### config.mk
export PLATFORM = sky130hd
export DESIGN_NAME = avalon_master_sequencer
export DESIGN_NICKNAME = d
export VERILOG_FILES = /design/src/rtl/avalon_master_sequencer.sv
export SDC_FILE = /design/constraint.sdc
export NUM_CORES = 1
export LEC_CHECK = 0
export ABC_AREA = 1
export BUFFER_PORTS_ARGS = -buffer_cell sky130_fd_sc_hd__buf_2
export CORE_ASPECT_RATIO = 1.75
export CORE_MARGIN = 4
export CORE_UTILIZATION = 40
export CTS_BUF_LIST = sky130_fd_sc_hd__clkbuf_4 sky130_fd_sc_hd__clkbuf_8
export CTS_CLUSTER_DIAMETER = 40
export CTS_CLUSTER_SIZE = 8
export DETAILED_ROUTE_END_ITERATION = 10
export HOLD_SLACK_MARGIN = 0.15
export PLACE_DENSITY = 0.8
export SYNTH_ARGS = -nofsm -noshare
export SYNTH_HDL_FRONTEND = slang
export SYNTH_SLANG_ARGS = --single-unit
### constraint.sdc
create_clock -name i_clk -period 3 [get_ports i_clk]
set_input_delay 0.6 -clock i_clk [delete_from_list [all_inputs] [get_ports i_clk]]
set_output_delay 0.6 -clock i_clk [all_outputs]
set_load 0.05 [all_outputs]
### src/rtl/avalon_master_sequencer.sv
// avalon_master_sequencer
// Host-side Avalon-MM sequencer. It takes one command at a time from a local
// command port. It then drives a single read, a single write or a burst write
// on the Avalon bus. Read data, a completion pulse, an error pulse and the last
// response code are returned to the local side.
//
// Optional feature: defining AVALON_SEQ_TIMEOUT_EN adds a 16-bit wait counter.
// The counter aborts a transfer that stalls for TIMEOUT_CYCLES cycles, and the
// transfer ends with status 11. Without the macro the sequencer waits
// indefinitely.
//
// Ports
//   i_clk, i_n_rst           clock (rising edge), asynchronous active-low reset
//   i_cmd_valid/o_cmd_ready  command handshake; ready only while idle
//   i_cmd_write/addr/len     command: direction, start word address, word count
//   i_wr_data/o_wr_pop       head of the local write FIFO and its pop strobe
//   o_rd_data/o_rd_valid     captured read data and its one-cycle valid pulse
//   o_done/o_err/o_status    completion pulse, reject/fail pulse, last response
//   o_read/o_write/...       Avalon host strobes, address, burst and write data
//   i_end_wait/...           Avalon slave handshakes, response and read data
module avalon_master_sequencer #(
    parameter logic [10:0] MAXADDR        = 11'h62C,
    parameter logic [15:0] TIMEOUT_CYCLES = 16'd1024
) (
    input  logic        i_clk,
    input  logic        i_n_rst,
    input  logic        i_cmd_valid,
    output logic        o_cmd_ready,
    input  logic        i_cmd_write,
    input  logic [10:0] i_cmd_addr,
    input  logic [9:0]  i_cmd_len,
    input  logic [31:0] i_wr_data,
    output logic        o_wr_pop,
    output logic [31:0] o_rd_data,
    output logic        o_rd_valid,
    output logic        o_done,
    output logic        o_err,
    output logic [1:0]  o_status,
    output logic        o_read,
    output logic        o_write,
    output logic        o_beginbursttransfer,
    output logic [9:0]  o_burstcount,
    output logic [10:0] o_address,
    output logic [31:0] o_writedata,
    input  logic        i_end_wait,
    input  logic        i_readdatavalid,
    input  logic        i_writeresponsevalid,
    input  logic [1:0]  i_response,
    input  logic [31:0] i_readdata
);

    typedef enum logic [2:0] {
        IDLE, RD_REQ, WR_REQ, BURST_BEGIN, BURST_DATA, DONE, ERROR
    } state_t;

    state_t      r_state;
    state_t      w_next;
    logic        r_write;
    logic [10:0] r_addr;
    logic [9:0]  r_len;
    logic [9:0]  r_cnt;
    logic [31:0] r_rd_data;
    logic [1:0]  r_status;

    logic        w_accept;
    logic        w_illegal;
    logic        w_last_word;
    logic        w_timeout;
    logic [11:0] w_end_addr;

    assign w_accept    = (r_state == IDLE) && i_cmd_valid;
    // 12-bit sum so that a range running past the top of the 11-bit space cannot wrap
    assign w_end_addr  = {1'b0, i_cmd_addr} + {2'b00, i_cmd_len};
    assign w_illegal   = (i_cmd_len == 10'd0)
                       || ((i_cmd_len > 10'd1) && !i_cmd_write)
                       || (w_end_addr > {1'b0, MAXADDR});
    assign w_last_word = (r_cnt == (r_len - 10'd1));

`ifdef AVALON_SEQ_TIMEOUT_EN
    logic [15:0] r_wait;
    logic        w_waiting;
    logic        w_progress;

    assign w_waiting  = (r_state == RD_REQ) || (r_state == WR_REQ) || (r_state == BURST_DATA);
    assign w_progress = ((r_state == RD_REQ)     && i_readdatavalid)
                     || ((r_state == WR_REQ)     && i_writeresponsevalid)
                     || ((r_state == BURST_DATA) && i_end_wait);
    // The limit is hit on the last stalled cycle, so the bus sees exactly TIMEOUT_CYCLES strobe cycles
    assign w_timeout  = w_waiting && !w_progress && (r_wait == (TIMEOUT_CYCLES - 16'd1));

    always_ff @(posedge i_clk or negedge i_n_rst) begin
        if (!i_n_rst) begin
            r_wait <= 16'd0;
        end else if (!w_waiting || w_progress) begin
            r_wait <= 16'd0;
        end else begin
            r_wait <= r_wait + 16'd1;
        end
    end
`else
    // The timeout limit has no effect when the wait counter is compiled out
    logic [15:0] w_unused_timeout;
    assign w_unused_timeout = TIMEOUT_CYCLES;
    assign w_timeout        = 1'b0;
`endif

    always_ff @(posedge i_clk or negedge i_n_rst) begin
        if (!i_n_rst) begin
            r_state <= IDLE;
        end else begin
            r_state <= w_next;
        end
    end

    always_comb begin
        w_next = r_state;
        case (r_state)
            IDLE: begin
                if (i_cmd_valid) begin
                    if (w_illegal)              w_next = ERROR;
                    else if (i_cmd_len > 10'd1) w_next = BURST_BEGIN;
                    else if (i_cmd_write)       w_next = WR_REQ;
                    else                        w_next = RD_REQ;
                end
            end
            RD_REQ: begin
                if (i_readdatavalid)   w_next = DONE;
                else if (w_timeout)    w_next = ERROR;
            end
            WR_REQ: begin
                if (i_writeresponsevalid) w_next = DONE;
                else if (w_timeout)       w_next = ERROR;
            end
            BURST_BEGIN: w_next = BURST_DATA;
            BURST_DATA: begin
                if (i_end_wait && w_last_word) w_next = DONE;
                else if (w_timeout)            w_next = ERROR;
            end
            DONE:    w_next = IDLE;
            ERROR:   w_next = IDLE;
            default: w_next = IDLE;
        endcase
    end

    always_ff @(posedge i_clk or negedge i_n_rst) begin
        if (!i_n_rst) begin
            r_write   <= 1'b0;
            r_addr    <= 11'd0;
            r_len     <= 10'd0;
            r_cnt     <= 10'd0;
            r_rd_data <= 32'd0;
            r_status  <= 2'b00;
        end else begin
            if (w_accept) begin
                r_write <= i_cmd_write;
                r_addr  <= i_cmd_addr;
                r_len   <= i_cmd_len;
                r_cnt   <= 10'd0;
                if (w_illegal) r_status <= 2'b10;
            end
            if ((r_state == RD_REQ) && i_readdatavalid) begin
                r_rd_data <= i_readdata;
                r_status  <= i_response;
            end
            if ((r_state == WR_REQ) && i_writeresponsevalid) begin
                r_status <= i_response;
            end
            if ((r_state == BURST_DATA) && i_end_wait) begin
                if (w_last_word) begin
                    r_cnt    <= 10'd0;
                    r_status <= 2'b00;
                end else begin
                    r_cnt <= r_cnt + 10'd1;
                end
            end
            if (w_timeout) r_status <= 2'b11;
        end
    end

    always_comb begin
        o_cmd_ready          = 1'b0;
        o_wr_pop             = 1'b0;
        o_rd_valid           = 1'b0;
        o_done               = 1'b0;
        o_err                = 1'b0;
        o_read               = 1'b0;
        o_write              = 1'b0;
        o_beginbursttransfer = 1'b0;
        o_burstcount         = 10'd0;
        o_address            = 11'd0;
        o_writedata          = 32'd0;
        case (r_state)
            IDLE: o_cmd_ready = 1'b1;
            RD_REQ: begin
                o_read    = 1'b1;
                o_address = r_addr;
            end
            WR_REQ: begin
                o_write     = 1'b1;
                o_address   = r_addr;
                o_writedata = i_wr_data;
                o_wr_pop    = i_writeresponsevalid;
            end
            BURST_BEGIN: begin
                o_write              = 1'b1;
                o_beginbursttransfer = 1'b1;
                o_burstcount         = r_len;
                o_address            = r_addr;
                o_writedata          = i_wr_data;
            end
            BURST_DATA: begin
                o_write      = 1'b1;
                o_burstcount = r_len;
                o_address    = r_addr + {1'b0, r_cnt};
                o_writedata  = i_wr_data;
                o_wr_pop     = i_end_wait;
            end
            DONE: begin
                o_done     = 1'b1;
                o_rd_valid = !r_write;
            end
            ERROR:   o_err = 1'b1;
            default: ;
        endcase
    end

    assign o_rd_data = r_rd_data;
    assign o_status  = r_status;

endmodule
* Word level (Yosys, flattened, before mapping) *
Index checks and enable logic that the tools add are counted.

storage, ports and cells
  register bits after elaboration = 69
  input bits = 94
  output and inout bits = 95

operators by class
  $add $sub $neg = 4
  order comparisons = 2
  eq/ne operators = 11
  mux-type cells = 28
  reductions and logical operators = 17

operators by type and width
  cell                     number
  $mux W10                 4
  $mux W32                 1
  $pmux W11 S2             1
  $mux W2                  8
  $mux W3                  5
  $pmux W3 S5              1
  $add A11 B10 Y12         1
  $gt A12 B11 Y1 const B   1
  $add A11 B10 Y11         1
  $add A10 B1 Y10 const B  1
  $eq A10 B10 Y1           1
  $gt A10 B1 Y1 const B    1
  $logic_not A10 Y1        1
  $sub A10 B1 Y10 const B  1
  $eq A3 B3 Y1 const B     3
  $ne A2 B2 Y1 const B     4
  $mux W1                  7
  $eq A3 B2 Y1 const B     2
  $logic_and A1 B1 Y1      6
  $reduce_or A3 Y1         2
  $reduce_and A4 Y1        1
  $eq A3 B1 Y1 const B     1
  $logic_not A3 Y1         1
  $logic_not A1 Y1         2
  4 further kinds          5

* Longest topological paths before layout *
  depth after elaboration = 10
  mapped depth = 18

* Worst setup path before layout *
No wires, ideal clock.

  path kind = flip-flop to output port
  start point = register r_cnt[0]
  end point = output port o_address[10]
  arrival time = 2,751 ps
  required time = 2,400 ps
  setup slack = -351 ps
  cell stages (with the launch flop) = 12
  path through = dfrtp_1 ha_1 fa_1 nand3_1 nand3_1 nand2_1 o211ai_1 a21oi_1 o21bai_1 nand2_1 nor2_1 nor3_1

on the way
  cells in the longest elaborated chain, start to end = 2

RTL lines
  what                      line  text
  start: declaration        61    logic [9:0] r_cnt;
  start signal: assignment  173   r_cnt <= r_cnt + 10'd1;
  $add A11 B10 Y11          214   o_address = r_addr + {1'b0, r_cnt};
  $pmux W11 S2              192   case (r_state)
  end: declaration          43    output logic [10:0] o_address,

Every way passes these cells.

* Worst setup path in the final report *
  start point = register r_addr[0]
  end point = output port o_address[10]

on the way
  cells in the longest elaborated chain, start to end = 2

RTL lines
  what                      line  text
  start: declaration        59    logic [10:0] r_addr;
  start signal: assignment  156   r_addr <= i_cmd_addr;
  $add A11 B10 Y11          214
  $pmux W11 S2              192

Every way passes these cells.

==> out/results.md <==
| Result | Reported | Unit |
| --- | --- | --- |
| Run status | finished with violations | - |
| Violated checks | negative setup slack | - |
| Area of the die | 13830 | µm² |
| Power per cell area | 1233 | nW/µm² |
| WP data required | 2.40 | ns |
| Register Area | 1730 | µm² |
| Sequence of cells on the critical path | ha_2 > fa_2 > nand3_2 > nand3_2 > nand2_2 > o211ai_1 > a21oi_1 > o21bai_1 > a21oi_1 > nor3_2 > buf_6 | - |
| Worst slew pin tran | 0.8103 | ns |
| Number of placed instances with taps included | 981 | - |
| Net load switching power | 4598 | µW |
| Average cell area after synthesis | 7.207 | µm² |
| Num Clock Sinks | 69 | - |
| Setup violations, final | 1 | - |
| Placement Rows | 52 | - |
| Via count of the first global-routing pass | 4885 | - |
| Number of distinct library cells after synthesis | 35 | - |
| Max-slew violation count | 0 | - |
| Remaining global-route overflow | 0 | - |
| Maximum clock frequency | 0.3320 | GHz |
| Number of buffers added to fix hold violations after cts | 0 | - |
| DRC violations left | 0 | - |
| Global-route usage over all layers | 20.87 | % |
| Critical Path Slowest Stage Cell | dfrtp_1 | - |
| Static leakage power | 0.003618 | µW |
| Register bit total from synthesis | 69 | - |
| Antenna diodes | 0 | - |
| Sequential cell area fraction in the yosys report | 36.14 | % |
| Net count after synthesis | 781 | - |
| Detailed-route vias per instance | 4.963 | - |
| Area of the multi-input gates | 2674 | µm² |
| Post-Place Setup Slack | 0.09475 | ns |
| Max transition margin | 45.98 | % |
| Total vias in the final route | 4958 | - |
| Top cell type's share of synthesized area | 36.14 | % |
| Largest net degree at the start of global routing | 37 | - |
| Highest net fanout along the worst path | 3 | - |
| Worst reg2reg path endpoint | r_cnt[9] | - |
| Smallest setup slack after layout | -0.01177 | ns |
| Total number of yosys warnings | 0 | - |
| Setup clock skew after layout | 0.01527 | ns |
| Post-Synthesis Cells | 663 | - |
| Post-Route WL | 14.32 | mm |
| CTS tree | yes | - |
| Number of primary I/O pins | 189 | - |
| Buffers & Inverters on Critical Path | 1 | - |
| X dimension of the die | 90.62 | µm |
| Clk Tree Root Cell | clkbuf_8 | - |
| Routed len/inst | 14.33 | µm |
| GPL Wtd Cong | 0.9460 | - |
| CTS clock-pin slew for the worst setup and hold paths | 0.09 | ns |
| Classification of the worst-slack hold path | input port to asynchronous set/reset pin | - |
| Post-layout util | 53.41 | % |
| Combinational share of power | 69.2 | % |
| Antenna violation net count after detailed routing | 0 | - |
| WS Path Type | flip-flop to output pin | - |
| Hold Fails Final Rpt | 0 | - |
| Largest delay share family, worst path | compound AO/OA/AOI/OAI gates | - |
| Biggest cell delay along the critical path | 0.39 | ns |
| Switch share | 59.94 | % |
| Skew-Pair Late Insertion Delay | 0.36 | ns |
| Area of the placeable core | 11650 | µm² |
| Hold slack final | 0.3138 | ns |
| Synthesis-to-layout area growth | 30.17 | % |
| Number of nets at the end of the flow | 977 | - |
| Setup repair after global routing missed its margin | yes | - |
| Main area contributors after synthesis | dfrtp_1, nand2_1, inv_1 | - |
| Design internal power | 3072 | µW |
| Initial antenna violation count | 0 | - |
| Final cell count without fillers | 999 | - |
| Depth of the worst register-to-register path | 11 | - |
| Reg power frac | 21.7 | % |
| Violation count after the first detailed-route iteration | 208 | - |
| Clock buffers created by TritonCTS | 9 | - |
| Cell Area, Synth | 4778 | µm² |
| HPWL after detailed placement | 12.09 | mm |
| Maximum level of the CTS H-tree | 3 | - |
| Final worst-path cycle share | 100.4 | % |
| Count of buffers inserted at the top-level ports | 188 | - |
| Proportion of layout cells with a drive suffix above 1 | 33.33 | % |
| Initial core utilization | 41.03 | % |
| Deepest clock path buffer count | 2 | - |
| Worst flop-to-flop path startpoint | r_state[1] | - |
| Maximum resistive drop on vdd | 0.4429 | mV |
| Setup slack of the worst register-to-register path | 0.90 | ns |
| Leading area contributor after synthesis | dfrtp_1 | - |
| Worst Setup Start Kind | flip-flop | - |
| Wire length of the first global-routing pass | 22.98 | mm |
| Die H | 152.6 | µm |
| Data arrival time of the critical path | 2.41 | ns |
| Detailed-router iteration count before antenna repair | 4 | - |
| Final setup TNS | -0.01177 | ns |
| Fillers | 1117 | - |
| Clock network power share | 9.2 | % |
| Max capacitance violation total | 0 | - |
| Critical Path End Type | output pin | - |
| Shortest period the worst path allows | 3.012 | ns |
==> kinds of logic after synthesis <==
kind of cell | synth area share, %
buffers and inverters | 9.950
flip-flops | 36.14
AND/OR/NAND/NOR | 30.19
multiplexers | 7.541
adder cells (fa/ha/maj) | 6.599
XOR/XNOR | 2.749
AO/OA/AOI/OAI | 6.835
==> through the flow <==
stage	cell area, µm²	power [µW]
2_1_floorplan	4788	5610
3_3_place_gp	5908	6776
3_5_place_dp	5908	6860
4_1_cts	6106	7594
5_1_grt	6220	8201
6_report	6220	7670
==> worst reg2reg max path: stages, from the launching register on <==
cell and delay, ns:
dfrtp_1 0.45, nor2_2 0.20, inv_1 0.11, nor2_2 0.17, buf_4 0.24, inv_2 0.10, nor2_2 0.19, inv_2 0.09
nand2_2 0.18, inv_1 0.12, nand2_1 0.08, o21ai_1 0.06
==> synth_stat cells <==
library cell	number
nand2_1	218
inv_1	105
dfrtp_1	69
nor2_1	50
nand3_1	34
mux2_2	32
ha_1	22
o21ai_0	20
a21oi_1	19
buf_2	11
nor2_2	10
nor3_1	9
o22ai_1	8
xor2_1	8
nand4_1	7
xnor2_1	7
inv_2	5
nand2_2	4
a22o_1	3
o21ai_1	3
or2_2	3
clkbuf_1	2
fa_1	2
a32o_1	1
nand2_4	1
nand3b_1	1
nand4_2	1
nor2_4	1
nor3_4	1
nor4_1	1
o211ai_1	1
o21a_1	1
o21bai_1	1
o31ai_1	1
or2_1	1
==> worst max path at each step <==
stage	depth (start not counted)	slack, ns	start	endpoint
floorplan	11	0.07	r_cnt[0]	o_address[10]
global placement	12	0.18	r_addr[0]	o_address[10]
detailed placement	12	0.09	r_addr[0]	o_address[10]
CTS	12	-0.13	r_addr[0]	o_address[10]
global route	12	-0.19	r_addr[0]	o_address[10]
finish	11	-0.01	r_addr[0]	o_address[10]
==> per-layer routing <==
metal | vias up | wire, µm | track usage (%)
li1 | 2474 | - | -
met1 | 2226 | 4519 | 18.48
met2 | 207 | 7905 | 40.21
met3 | 51 | 1051 | 5.138
met4 | 0 | 842 | 13.95
met5 | - | 0 | 0
==> final cells by class <==
class | count | share of cell area, %
multi-input cells | 471 | 42.99
clock inverters | 7 | 0.9254
well taps | 135 | 2.716
repair buffers | 198 | 16.92
flip-flops and latches | 69 | 27.82
inverters | 110 | 6.638
clock buffers | 9 | 1.992
==> placed cells by master (no fill, tap or decap), types with 8 or more instances in the layout <==
master / n
nand2_1: 217
buf_2: 183
inv_1: 105
dfrtp_1: 66
nor2_1: 49
nand3_1: 32
mux2_2: 32
a21oi_1: 19
o21ai_0: 17
ha_1: 16
nor2_2: 10
clkbuf_8: 9
xor2_1: 8
o22ai_1: 8
buf_4: 8
==> flip-flops by register name, indices dropped and copies added (netlist names) <==
register,flops
r_write,1
o_rd_data,32
r_len,10
r_addr,11
r_cnt,10
o_status,2
r_state,3
==> power groups by stage <==
stage                     combinational [µW]  sequential [µW]  clock (µW)
final                                   5300             1660         702
after global routing                    5730             1720         758
after CTS                               5230             1640         727
after detailed placement                5200             1660           0
after global placement                  5140             1630           0
after floorplan                         3180             2430           0
==> what timing repair did <==
action | CTS | global route
gates cloned | 0 | 0
buffers inserted | 0 | 2
pin swaps | 0 | 4
resized for setup | 5 | 20
setup endpoints to repair | 36 | 37
(Power assumes the default switching activity.)
